==> config.mk <==
export PLATFORM = sky130hd
export DESIGN_NAME = alu_divider
export DESIGN_NICKNAME = d
export VERILOG_FILES = /design/src/rtl/alu_divider.sv
export SDC_FILE = /design/constraint.sdc
export NUM_CORES = 1
export LEC_CHECK = 0
export ABC_AREA = 1
export CORE_MARGIN = 4
export CORE_UTILIZATION = 50
export DETAILED_ROUTE_END_ITERATION = 7
export MAX_ROUTING_LAYER = met4
export PLACE_DENSITY = 0.73
export SYNTH_ARGS = -nofsm -noshare
export SYNTH_HDL_FRONTEND = slang
export SYNTH_SLANG_ARGS = --single-unit
==> constraint.sdc <==
create_clock -name clk -period 4.7 [get_ports clk]
set_input_delay 1.41 -clock clk [delete_from_list [all_inputs] [get_ports clk]]
set_output_delay 1.41 -clock clk [all_outputs]
set_load 0.01 [all_outputs]
==> src/rtl/alu_divider.sv <==
// Multi-cycle unsigned restoring divider: one quotient bit per clock, MSB first.
// Results, busy, done and div_by_zero are registered; a zero divisor skips the iteration.
module alu_divider #(
    parameter int unsigned WIDTH = 8
) (
    input  logic             clk,
    input  logic             reset_n,
    input  logic             start,
    input  logic [WIDTH-1:0] first,
    input  logic [WIDTH-1:0] second,
    output logic [WIDTH-1:0] quotient,
    output logic [WIDTH-1:0] remainder,
    output logic             busy,
    output logic             done,
    output logic             div_by_zero
);

    localparam int unsigned RW = WIDTH + 1;
    localparam int unsigned CW = (WIDTH > 1) ? $clog2(WIDTH) : 1;

    typedef enum logic [1:0] {
        IDLE,
        CALC,
        DONE
    } state_t;

    state_t           state_q;
    state_t           state_d;
    logic [WIDTH-1:0] dividend_q;
    logic [WIDTH-1:0] divisor_q;
    logic [WIDTH-1:0] quo_q;
    logic [RW-1:0]    rem_q;
    logic [CW-1:0]    cnt_q;

    logic [RW-1:0]    shifted;
    logic [RW-1:0]    trial;
    logic             ge;

    // State register
    always_ff @(posedge clk or negedge reset_n) begin
        if (!reset_n) begin
            state_q <= IDLE;
        end else begin
            state_q <= state_d;
        end
    end

    // Next-state logic; a zero divisor goes straight to DONE
    always_comb begin
        state_d = state_q;
        case (state_q)
            IDLE: begin
                if (start) begin
                    state_d = (second == '0) ? DONE : CALC;
                end
            end
            CALC: begin
                if (cnt_q == CW'(WIDTH - 1)) begin
                    state_d = DONE;
                end
            end
            DONE:    state_d = IDLE;
            default: state_d = IDLE;
        endcase
    end

    // One restoring step: the extra remainder bit keeps compare/subtract overflow-free
    always_comb begin
        shifted = (rem_q << 1) | RW'(dividend_q[WIDTH-1]);
        ge      = (shifted >= {1'b0, divisor_q});
        trial   = shifted - {1'b0, divisor_q};
    end

    // Datapath and registered outputs; results only change on the DONE cycle
    always_ff @(posedge clk or negedge reset_n) begin
        if (!reset_n) begin
            dividend_q  <= '0;
            divisor_q   <= '0;
            quo_q       <= '0;
            rem_q       <= '0;
            cnt_q       <= '0;
            quotient    <= '0;
            remainder   <= '0;
            busy        <= 1'b0;
            done        <= 1'b0;
            div_by_zero <= 1'b0;
        end else begin
            done <= 1'b0;
            case (state_q)
                IDLE: begin
                    if (start) begin
                        dividend_q  <= first;
                        divisor_q   <= second;
                        quo_q       <= '0;
                        rem_q       <= '0;
                        cnt_q       <= '0;
                        busy        <= 1'b1;
                        div_by_zero <= 1'b0;
                    end
                end
                CALC: begin
                    rem_q      <= ge ? trial : shifted;
                    dividend_q <= dividend_q << 1;
                    quo_q      <= (quo_q << 1) | WIDTH'(ge);
                    cnt_q      <= cnt_q + CW'(1);
                end
                DONE: begin
                    busy <= 1'b0;
                    done <= 1'b1;
                    if (divisor_q == '0) begin
                        quotient    <= '1;
                        remainder   <= dividend_q;
                        div_by_zero <= 1'b1;
                    end else begin
                        quotient  <= quo_q;
                        remainder <= rem_q[WIDTH-1:0];
                    end
                end
                default: ;
            endcase
        end
    end

endmodule

# [Word level (Yosys, flattened, before mapping)]
# Index checks and enable logic that the tools add are counted.
[op_classes] addsub=2 mul=0 div=0 n_lt_le_gt_ge=1 eq_ne=6 shifts=0 muxes=21 bitwise=2 n_reduce_logical=10
[ops] operator="8-bit two-way mux" count=6
[ops] operator="8-bit one-hot mux with 2 select lines" count=3
[ops] operator="8-bit logical NOT" count=2
[ops] operator="9-bit by 8-bit greater-or-equal comparator with 1-bit output" count=1
[ops] operator="9-bit by 1-bit bitwise OR with 9-bit output" count=1
[ops] operator="8-bit by 1-bit bitwise OR with 8-bit output" count=1
[ops] operator="2-bit AND reduction" count=4
[ops] operator="8-bit subtractor" count=1
[ops] operator="2-bit two-way mux" count=3
[ops] operator="2-bit inequality test (second input constant)" count=3
[ops] operator="3-bit one-hot mux with 2 select lines" count=1
[ops] operator="1-bit two-way mux" count=4
[ops] operator="1-bit one-hot mux with 2 select lines" count=2
[ops] operator="2-bit one-hot mux with 2 select lines" count=1
[ops] operator="2-bit nonzero test" count=2
[ops] operator="3-bit by 1-bit adder with 3-bit output (second input constant)" count=1
[ops] operator="3-bit == test (second input constant)" count=1
[ops] operator="3-bit two-way mux" count=1
[ops] operator="3-bit AND reduction" count=1
[ops] operator="2-bit by 1-bit == test with 1-bit output (second input constant)" count=1
[ops] operator="2-bit == test (second input constant)" count=1
[ops] operator="2-bit logical NOT" count=1
[totals] ff_bits=56 latch_bits=0 ram_bits=0 mem_bits_ro=0 input_bits=19 output_inout_bits=19 mem_count=0

# [Depth between registers and ports, before layout]
[depth] depth_word=4 ltp_mapped=12

# [Worst setup path before layout]
# OpenSTA, ideal clock, no wires.
[synth_timing] path_type="input-to-reg" start="input port start" end="register dividend_q[2]" setup_time_ns=0.124 arrival_ns=2.078 setup_slack_ns=2.498 cell_stages=7 cell_sequence="nand2_2 nor2_4 nor2_4 clkinv_2 buf_6 nor2_1 a21oi_1"
[synth_via] elab_chain_cells=2
[synth_lines] item="start, declared" line="8" source="input logic start,"
[synth_lines] item="2-bit inequality test (no line)"
[synth_lines] item="2-bit AND reduction (no line)"
[synth_lines] item="end signal, assigned" line="92" source="dividend_q <= first;"
[synth_lines] item="end signal, assigned" line="103" source="dividend_q <= dividend_q << 1;"
[synth_lines] item="end, declared" line="29" source="logic [WIDTH-1:0] dividend_q;"
# Every way passes these cells.
# A chain may end at the register's enable or synchronous reset.

# [Final worst setup path]
[layout_timing] start="input port start" end="register dividend_q[4]"
# The elaborated chain is that of the path after synthesis.

==> flow_summary.toml <==
[die]
die-area_sq_um = 7000
coreArea_sq_um = 5540
die_w_um = 83.7
start_util_pct = 51.6
fp-row-count = 27
ios = 38
die_height_um = 83.7

[global_route]
grt_pass1_wl_mm = 10.6
grt_usage_pct = 19.1
first_global_vias = 2315
grt_max_degree = 32
overflow = 0
antenna_found_initial = 0

[sta]
layout_worst_path_cycle_share_pct = 58.6
max_freq_mhz = 363
slew_viol_final = 0
hold_violations = 0
setup_viol = 0
fin_skew_ps = 10.1
final.setup.tns_ps = 0
worstMarginPinSlew_ps = 657
max_slew_margin_pct = 56.0
rsz0062_at_grt = "false"
period_needed_ps = 2760

[route]
antenna_left = 0
dr.pass1.iters = 4
drt_iter0_markers = 172
route.detailed.drc = 0
finalWirelength_mm = 6.18
via_per_inst = 5.33
num_vias = 2394
post_drt_wl_per_cell_um = 13.8

[run_status]
status = "finished, final reports clean"

[final_layout]
final_layout_size_suffix_gt1_share_pct = 9.02
register_area_sq_um = 1400
area_delta_synth_final_pct = 18.7
mostFrequentLayoutCell = "nand2_1"
fillers = 498
layout_common_cells = "nand2_1 (91), dfrtp_1 (56), clkdlybuf4s50_1 (36), inv_1 (33), nor2_1 (21)"
finalNetCount = 407
multi_input_area_sq_um = 1240
num_antenna_cells = 0
utilization_pct = 61.3
final_cell_area_sq_um = 3400

[setup_path]
crit_arrival_ps = 2960
crit_chain = "clkdlybuf4s50_1, nand2_2, nor2_4, nor2_4, clkinv_2, o22ai_1, nor2_1"
reg2reg_slack_ps = 2740
critPathTopFamily = "buffers and inverters"
cp-end-kind = "register"
start_kind = "input pin"
cp_slowest_cell = "clkdlybuf4s50_1"
cp_num_buf_inv = 2
cp_max_fo = 19
crit_type = "in -> reg"
max_stage_delay_ps = 410
crit_required_ps = 4900
worst_path_most_repeated_cell = "nor2_4"

[clock_tree]
ctsResizeCount = 0
postCtsHoldBufs = 0
clk_latency_ps = 310
cts_setup_buffers = 0
cts_inserted_buffers = 5
clkTransAtPathRegs_ps = 100
cts_buffer_depth = 2
cts_sinks = 56
htree_levels = 2
cts_tree = "done"
cts_root_buf = "clkbuf_8"

[logic_synthesis]
synth_cell_types = 36
ys_ff_latch = 56
ys_warn_count = 0
syn_area_sq_um = 2860
synth_top_flop_cell = "dfrtp_1"
ys_seq_area_share_pct = 49.0
async_reset_ff_share_pct = 100
synthesis.nets = 371
synth-edff-count = 0
synthCells = 341
syn_area_per_cell_sq_um = 8.39

[place]
hpwlAfterDp_mm = 4.62
io_buffer_count = 37
placed_cell_area_sq_um = 3270
globalplace.congestion = 0.927

[power]
power.total_uw = 2680
ir_drop_v = 0.000371
power_density_nw_per_um2 = 787
total_leakage_power_uw = 0.00162

[run]
drv_cap = 0

[min_path]
hold_class = "reg -> reg"
## report_power, final
| group | switching (uW) | total, uW | leakage, uW | internal (uW) |
|---|---|---|---|---|
| sequential | 149 | 853 | 0.000703 | 705 |
| combinational | 875 | 1460 | 0.000848 | 587 |
| clock | 150 | 360 | 0.0000642 | 210 |
## layout make-up
class	count	share of cell area, %
well taps	72	2.65
clock inverters	2	1.77
multi-input cells	233	36.4
clock buffers	5	2.03
flip-flops and latches	56	41.3
inverters	43	4.90
repair buffers	38	11.0
## Yosys cell counts (4+ instances only)
library cell  count  area [sq um]
nand4_1           5          31.3
a21oi_1           5          25.0
inv_2             7          26.3
nand2_1          91           342
nor3_1            4          20.0
nor2_1           21          78.8
o211ai_1          8          60.1
o21ai_0          19          95.1
o22ai_1          12          75.1
nand3_1          20           100
nand2_2           4          25.0
ha_1             10           125
o21ai_1          11          55.1
inv_1            33           124
dfrtp_1          56          1400
## worst reg2reg max path, stage by stage (launching register included)
cell and delay [ps]:
dfrtp_1 450, nand2_2 330, inv_4 180, nor2_4 330, clkinv_2 290, o22ai_1 200
nor2_1 70
## final timing paths
| path | start | end | cells past startpoint |
|---|---|---|---|
| max in group asynchronous | reset_n | done$_DFF_PN0_ | 2 |
| worst min register to register | busy$_DFFE_PN0P_ | busy$_DFFE_PN0P_ | 2 |
| worst min-delay path | busy$_DFFE_PN0P_ | busy$_DFFE_PN0P_ | 2 |
| worst max-delay path | start | dividend_q[4]$_DFFE_PN0P_ | 7 |
| worst max register to register | state_q[0]$_DFFE_PN0P_ | dividend_q[4]$_DFFE_PN0P_ | 6 |
| min in group asynchronous | reset_n | div_by_zero$_DFFE_PN0P_ | 1 |
## stage by stage
stage               cells  worst slack, ps  hold WS [ps]
finish                449             1940           491
global route          449             1840           516
CTS                   449             1980           499
detailed placement    442             1650           475
global placement      442             1680           467
floorplan             341             2500           455
## layer usage
metal | routed length (um) | track usage (%) | up-vias
li1 | - | - | 1188
met1 | 2840 | 25.2 | 1129
met2 | 2950 | 30.4 | 64
met3 | 303 | 3.26 | 13
met4 | 87 | 5.41 | 0
met5 | 0 | - | -
## logic make-up after synthesis
logic type                 synth area share (%)
adders and majority gates                  5.07
xor gates and xnor gates                  0.918
and+or+nand+nor                            25.2
buffers and inverters                      7.78
DFF                                        49.0
AOI/OAI and AO/OA                          12.0
## registers in the layout, summed over array words and instances (netlist names)
signal / count
dividend_q: 8
divisor_q: 8
quo_q: 8
quotient: 8
rem_q: 8
remainder: 8
cnt_q: 3
state_q: 2
busy: 1
div_by_zero: 1
done: 1
(Power assumes the default switching activity.)
